<file path="src/rtl/regfile_readback_pkg.sv">
// ---------------------------------------------------------------------------
// regfile_readback_pkg
// Constants shared by the register file, the decode stage and the writeback
// stage.
//   RF_WIDTH  - data width of each architectural register
//   RF_DEPTH  - number of architectural registers (equals 2**RF_ADDR_W)
//   RF_ADDR_W - width of every register address
//   ZERO_REG  - index of the hardwired-zero register
// ---------------------------------------------------------------------------
package regfile_readback_pkg;

    localparam int RF_WIDTH  = 32;
    localparam int RF_DEPTH  = 32;
    localparam int RF_ADDR_W = 5;
    localparam int ZERO_REG  = 0;

endpackage : regfile_readback_pkg

</file>
<file path="src/rtl/en_reg.sv">
// ---------------------------------------------------------------------------
// en_reg
// Enabled storage register with synchronous active-high clear.
//   clk - clock, rising edge
//   clr - synchronous clear, wins over en
//   en  - load enable
//   d   - data in
//   q   - registered data out
// ---------------------------------------------------------------------------
module en_reg #(
    parameter int WIDTH = 32
) (
    input  logic             clk,
    input  logic             clr,
    input  logic             en,
    input  logic [WIDTH-1:0] d,
    output logic [WIDTH-1:0] q
);

    logic [WIDTH-1:0] q_reg;

    always_ff @(posedge clk) begin
        if (clr) begin
            q_reg <= '0;
        end else if (en) begin
            q_reg <= d;
        end
    end

    assign q = q_reg;

endmodule : en_reg

</file>
<file path="src/rtl/regfile_read_port.sv">
// ---------------------------------------------------------------------------
// regfile_read_port
// Combinational next-value logic for one read port. Selects the addressed
// register from the flattened storage bus, substitutes the write data when the
// same register is being written this cycle, and forces register 0 to read 0.
//   raddr      - read address
//   storage    - flattened storage bus, register i at [i*WIDTH +: WIDTH]
//   we         - write enable of the write port
//   waddr      - write address
//   wdata      - write data
//   rdata_next - value to be captured by the port's output register
// ---------------------------------------------------------------------------
module regfile_read_port
    import regfile_readback_pkg::*;
#(
    parameter int WIDTH  = RF_WIDTH,
    parameter int DEPTH  = RF_DEPTH,
    parameter int ADDR_W = RF_ADDR_W
) (
    input  logic [ADDR_W-1:0]      raddr,
    input  logic [DEPTH*WIDTH-1:0] storage,
    input  logic                   we,
    input  logic [ADDR_W-1:0]      waddr,
    input  logic [WIDTH-1:0]       wdata,
    output logic [WIDTH-1:0]       rdata_next
);

    // Unpacked view of the storage bus so the mux is a plain array index.
    logic [WIDTH-1:0] regs [DEPTH];

    generate
        for (genvar gi = 0; gi < DEPTH; gi++) begin : g_view
            assign regs[gi] = storage[gi*WIDTH +: WIDTH];
        end
    endgenerate

    always_comb begin
        rdata_next = regs[raddr];
        // Zero check comes first: a write aimed at register 0 must never
        // leak through the bypass, so the bypass below can skip its own
        // waddr != 0 test.
        if (raddr == ADDR_W'(ZERO_REG)) begin
            rdata_next = '0;
        end else if (we && (waddr == raddr)) begin
            rdata_next = wdata;
        end
    end

endmodule : regfile_read_port

</file>
<file path="src/rtl/regfile_readback.sv">
// ---------------------------------------------------------------------------
// regfile_readback
// Two-read, one-write register file with registered read ports, write-to-read
// bypass and a hardwired-zero register 0.
//   clk     - clock, all state updates on rising edge
//   clr     - synchronous active-high reset; clears storage and read outputs,
//             and drops any write in the same cycle
//   we      - write enable
//   waddr   - write address
//   wdata   - write data
//   raddr_a - read address, port A
//   raddr_b - read address, port B
//   rdata_a - registered read data, port A (1-cycle latency)
//   rdata_b - registered read data, port B (1-cycle latency)
// ---------------------------------------------------------------------------
module regfile_readback
    import regfile_readback_pkg::*;
#(
    parameter int WIDTH  = RF_WIDTH,
    parameter int DEPTH  = RF_DEPTH,
    parameter int ADDR_W = RF_ADDR_W
) (
    input  logic              clk,
    input  logic              clr,
    input  logic              we,
    input  logic [ADDR_W-1:0] waddr,
    input  logic [WIDTH-1:0]  wdata,
    input  logic [ADDR_W-1:0] raddr_a,
    input  logic [ADDR_W-1:0] raddr_b,
    output logic [WIDTH-1:0]  rdata_a,
    output logic [WIDTH-1:0]  rdata_b
);

    logic [DEPTH*WIDTH-1:0] storage_bus;
    logic [DEPTH-1:0]       wen;
    logic [WIDTH-1:0]       rdata_a_next;
    logic [WIDTH-1:0]       rdata_b_next;
    logic [WIDTH-1:0]       rdata_a_reg;
    logic [WIDTH-1:0]       rdata_b_reg;

    // One-hot write decode and storage. Slot 0 has no storage at all; its
    // slice of the bus is tied to zero.
    generate
        for (genvar gi = 0; gi < DEPTH; gi++) begin : g_reg
            if (gi == ZERO_REG) begin : g_zero
                assign wen[gi] = 1'b0;
                assign storage_bus[gi*WIDTH +: WIDTH] = '0;
            end else begin : g_store
                assign wen[gi] = we && (waddr == ADDR_W'(gi));
                en_reg #(
                    .WIDTH (WIDTH)
                ) u_reg (
                    .clk (clk),
                    .clr (clr),
                    .en  (wen[gi]),
                    .d   (wdata),
                    .q   (storage_bus[gi*WIDTH +: WIDTH])
                );
            end
        end
    endgenerate

    regfile_read_port #(
        .WIDTH  (WIDTH),
        .DEPTH  (DEPTH),
        .ADDR_W (ADDR_W)
    ) u_port_a (
        .raddr      (raddr_a),
        .storage    (storage_bus),
        .we         (we),
        .waddr      (waddr),
        .wdata      (wdata),
        .rdata_next (rdata_a_next)
    );

    regfile_read_port #(
        .WIDTH  (WIDTH),
        .DEPTH  (DEPTH),
        .ADDR_W (ADDR_W)
    ) u_port_b (
        .raddr      (raddr_b),
        .storage    (storage_bus),
        .we         (we),
        .waddr      (waddr),
        .wdata      (wdata),
        .rdata_next (rdata_b_next)
    );

    always_ff @(posedge clk) begin
        if (clr) begin
            rdata_a_reg <= '0;
            rdata_b_reg <= '0;
        end else begin
            rdata_a_reg <= rdata_a_next;
            rdata_b_reg <= rdata_b_next;
        end
    end

    assign rdata_a = rdata_a_reg;
    assign rdata_b = rdata_b_reg;

endmodule : regfile_readback

</file>
<file path="config.mk">
export PLATFORM = sky130hd
export DESIGN_NAME = regfile_readback
export DESIGN_NICKNAME = d
export VERILOG_FILES = /design/src/rtl/regfile_readback_pkg.sv /design/src/rtl/en_reg.sv /design/src/rtl/regfile_read_port.sv /design/src/rtl/regfile_readback.sv
export SDC_FILE = /design/constraint.sdc
export NUM_CORES = 2
export LEC_CHECK = 0
export ABC_CLOCK_PERIOD_IN_PS = 3240
export BUFFER_PORTS_ARGS = -buffer_cell sky130_fd_sc_hd__buf_2
export CAP_MARGIN = 25
export CORE_MARGIN = 5
export CORE_UTILIZATION = 25
export CTS_CLUSTER_DIAMETER = 200
export DETAILED_ROUTE_END_ITERATION = 8
export GPL_TIMING_DRIVEN = 0
export HOLD_SLACK_MARGIN = 0.15
export PLACE_DENSITY_LB_ADDON = 0.15
export SETUP_SLACK_MARGIN = 0.2
export SLEW_MARGIN = 30
export SYNTH_ARGS = -nofsm -noshare
export SYNTH_HDL_FRONTEND = slang
export SYNTH_HIERARCHICAL = 1
export SYNTH_SLANG_ARGS = --single-unit
</file>
<file path="constraint.sdc">
create_clock -name clk -period 3.24 [get_ports clk]
set_clock_uncertainty 0.05 [all_clocks]
set_input_delay 0.648 -clock clk [delete_from_list [all_inputs] [get_ports clk]]
set_output_delay 0.648 -clock clk [all_outputs]
set_load 0.01 [all_outputs]
</file>
Word-level counts from Yosys, hierarchy flattened
Index checks and enable logic that the tools add are counted.

Reductions and logical operators: 37. Eq/ne operators: 33. Muxes and demuxes: 8. Magnitude comparators: 2. Bitwise operators: 2.

Operators with widths (count): $bmux W32 S5 (2); $mux W32 (6); $eq A5 B5 Y1 const B (16); $eq A5 B4 Y1 const B (8); $logic_and A1 B1 Y1 (33); $eq A5 B3 Y1 const B (4); $ge A6 B6 Y1 const B (2); $not A5 Y6 (2); $eq A5 B2 Y1 const B (2); $eq A5 B5 Y1 (2); $logic_not A5 Y1 (2); $eq A5 B1 Y1 const B (1); $reduce_or A2 Y1 (2).

Input bits: 50. Output and inout port bits: 64. Logic and storage cells: 115. Bits in registers: 1056.

Longest topological paths before layout
Word-level depth: 5. Gate-level depth with buffers: 11. Depth with buffers taken out: 6.

By module
Netlist, hierarchy kept.

By module, submodules not included: en_reg (sequential area each 640.6 um^2, area an instance 1163.6 um^2, cells each 103, instances 31); regfile_read_port (sequential area each 0.0 um^2, area an instance 9090.0 um^2, cells each 852, instances 2); regfile_readback (sequential area each 1281.2 um^2, area an instance 1938.1 um^2, cells each 182, instances 1).

Worst setup path after synthesis
Ideal clock, no wire load.

Path kind: in2reg. From: input raddr_a[0]. To: register rdata_a_reg[11], in the netlist rdata_a[11]. Slack: 0.707 ns. Stages on the path: 8. Buffers on the path: 3. Library setup time: 0.128 ns. Arrival time: 2.355 ns. Required time: 3.062 ns. Cell sequence: buf_6 > buf_4 > buf_4 > mux4_2 > a221oi_1 > o22ai_1 > a21o_1 > nor2b_1.

Word-level cells in the longest chain between the ends: 5. Elaborated cells on any way between the ends: 9. Those cells by class: eq/ne: 1; mux: 4; bitwise: 1; reduce/logical: 3.

Ends and longest elaborated chain: from (decl) (line regfile_readback.sv:28) `input logic [ADDR_W-1:0] raddr_a,`; $not A5 Y6 (implied by the code) (line regfile_read_port.sv:38) `rdata_next = regs[raddr];`; $bmux W32 S5 (line regfile_read_port.sv:38); $mux W32 (implied by the code) (2 in series) (line regfile_read_port.sv:38); $mux W32 (line regfile_read_port.sv:44) `end else if (we && (waddr == raddr)) begin`; to (signal assigned) (line regfile_readback.sv:94) `rdata_a_reg <= rdata_a_next;`; to (decl) (line regfile_readback.sv:38) `logic [WIDTH-1:0] rdata_a_reg;`.

Parallel ways exist; a longest one is shown, timed or not. The select of a mux whose other input is x is not followed. A chain may end at the register's enable or synchronous reset.

Final worst setup path
From: input raddr_a[0]. To: register rdata_a_reg[26], in the netlist rdata_a[26].

Same word-level chain as after synthesis.

==> metrics <==
routed wire length=321000 um; DR vias/cell=5.45; CP delay by family, top=simple AND/OR/NAND/NOR gates; final hold vios=0; leak pwr=23.2 nW; slowest CP cell=nor4_1; fin crit period=3300 ps; Root Buffer=clkbuf_16; Buf+Inv Stages, Crit Path=4; Setup-failing EPs final=5; Max-Cap Viols=0; core region area=224000 sq um; worst-path cell chain=buf_6, buf_12, buf_12, buf_6, nand3b_1, nand2_1, nor4_1, a211o_1, nor2b_1; failing checks=setup timing; Die X=484 um; CP max FO=10; setup ws final=-56.0 ps; boundary pin count=114; Slew HR=0.257; nets=5496; die height=484 um; unrepaired setup endpoints after global routing=yes; PD cells=494 nW/um^2; clock buffer depth=3; CP max stage delay=780 ps; overall power=33.2 mW; # clock sinks=1056; largest net degree at the start of global routing=80; max reg flops=992; worst-margin pin slew=1110 ps; Synth Warn #=6; instance count of the mapped netlist=5079; initial antenna violation count=39; Setup WS pre-CTS=-2130 ps; Residual DRC=0; # rows=174; critical path arrival=3970 ps; fin cells=8567; DP Wirelength=232000 um; crit end category=register; CP Class=in2reg; Wirelength per Cell=37.5 um; die area=234000 sq um; startpoint type of the worst setup path=input port; placed cells=8290; routability cong.=1.05; Clk Latency, worst-skew pair=810 ps; FF+latch count, synth=1056; ys async rst share=0; global-route wire length before repair=420000 um; Fillers=23300; Reg clk slew, reported paths=60 ps; CTS tree=done; Crit path required time=3910 ps; initial core utilization=0.251; post-route setup TNS=-167 ps; f_max=303 MHz; GRT Resource Usage Total=0.264; Seq/Total Area, Yosys=0.376; Avg Synthesized Cell Area=11.1 sq um; Post-synth EDFFs=0; IO buf count=107; hold_ws=281 ps; Routed Antenna Nets=0; crit share post-route=1.02; Final Max Slew Viols=0; Initial DRT Pass Iterations=8; count of cell types in the netlist=66; Initial DRC Count=5543; CTS H-tree depth=4; TritonCTS Buffers=134; type of the tightest min-delay check=in2reg; prevailing post-synth register cell=dfxtp_1; share of cells above drive strength 1=0.209; vias=46700; status=finished, violations left; Area Overhead vs Synth=19.6%; worst vdd ir=0.578 mV; vias in the first global route=44300; grt total ovfl=0; synthesized area=56200 sq um
cell families after synthesis:
| family | after synthesis | share of synthesized area |
|---|---|---|
| multiplexers | 1680 | 0.378 |
| XOR/XNOR | 10 | 0.00156 |
| buffers and inverters | 451 | 0.0761 |
| flip-flops | 1056 | 0.376 |
| other | 1 | 0.0000667 |
| AO/OA/AOI/OAI | 500 | 0.0645 |
| AND/OR/NAND/NOR | 1381 | 0.103 |
report_power, final:
| part | internal (mW) | switching (mW) |
|---|---|---|
| Combinational | 1.22 | 3.16 |
| Sequential | 13.1 | 0.0872 |
| Clock | 9.21 | 6.42 |
| Total | 23.6 | 9.67 |
cells in the mapped netlist, types with 16 or more instances:
cell type	instances	area (sq um)
mux4_1	16	420
nand2_1	83	312
nand2b_1	16	100
mux4_2	330	7430
nor2_1	1049	3940
buf_2	56	280
buf_6	55	619
buf_12	113	2260
mux2_2	30	338
and4_1	16	140
nor2b_1	84	526
buf_4	22	165
o21ai_0	68	340
a211oi_1	24	180
mux2i_1	1304	13100
a22oi_1	66	495
a221oi_1	78	683
o22ai_1	34	213
clkbuf_1	169	634
buf_8	16	240
dfxtp_1	1056	21100
o21ai_1	16	80.1
nor4_1	18	113
a21oi_1	80	400
a221o_1	26	260
nand3_1	30	150
nor3_1	46	230
path summary, 6_finish.rpt:
path	start	endpoint	slack, ps	depth (start not counted)
worst min register to register	g_reg[21].g_store.u_reg/q[26]	g_reg[21].g_store.u_reg/q[26]	460	2
worst max register to register	g_reg[28].g_store.u_reg/q[17]	rdata_a[17]	600	6
worst min-delay path	wdata[25]	g_reg[6].g_store.u_reg/q[25]	280	3
worst max-delay path	raddr_a[0]	rdata_a[26]	-60	9
cell type report:
cell class | instances | area (sq um) | share of cell area
clock inverter | 48 | 539 | 0.00803
tap | 2992 | 3740 | 0.0557
clock buffer | 194 | 3960 | 0.0589
buffer | 445 | 4510 | 0.0671
antenna | 23 | 57.6 | 0.000857
inverter | 6 | 28.8 | 0.000428
multi-input combinational | 3635 | 31500 | 0.469
timing repair buffer | 168 | 1730 | 0.0257
sequential | 1056 | 21100 | 0.315
what timing repair did:
item,in CTS,in global routing
setup endpoints to repair,61,31
pin swaps,2,1
hold endpoints to repair,10,0
buffers inserted,10,0
gates resized for setup,110,44
hold buffers,1,0
tightest hold or removal path, stage by stage:
cell and delay [ps]:
buf_2 210, mux2i_1 170, nor2_1 50
metrics by stage:
step,instance area (sq um),util
after floorplan,56400,-
after global placement,60700,0.271
after detailed placement,62000,0.276
after CTS,66900,0.299
after global routing,67100,0.299
final,67200,0.300
cells in the final DEF, fill, tap and decap left out, types with 14 or more instances in the layout:
cell,count
buf_4,54
nand3_1,28
a21oi_1,72
a211oi_1,20
dfxtp_1,1056
a221o_1,26
nor4_1,17
diode_2,23
o22ai_1,22
a221oi_1,73
buf_12,116
nor3_1,42
buf_16,34
clkbuf_8,29
nor2b_1,74
and4_1,16
clkbuf_2,49
buf_8,21
nand2b_1,14
a2bb2oi_1,14
conb_1,64
o21ai_0,61
mux2i_1,1304
buf_6,68
a22oi_1,66
nand2_1,80
nor2_1,1037
mux2_2,30
mux4_2,330
mux4_1,16
clkbuf_1,144
clkbuf_16,139
clkinv_2,31
buf_2,135
o21ai_1,21
per-layer routing:
| metal | vias to the layer above | part of all wire | track usage |
|---|---|---|---|
| li1 | 19400 | - | - |
| met1 | 24000 | 0.40 | 0.327 |
| met2 | 2508 | 0.43 | 0.397 |
| met3 | 760 | 0.090 | 0.0785 |
| met4 | 12 | 0.079 | 0.175 |
| met5 | - | 0.00025 | 0.00143 |
Note: power is estimated with default switching activity, not from simulation.
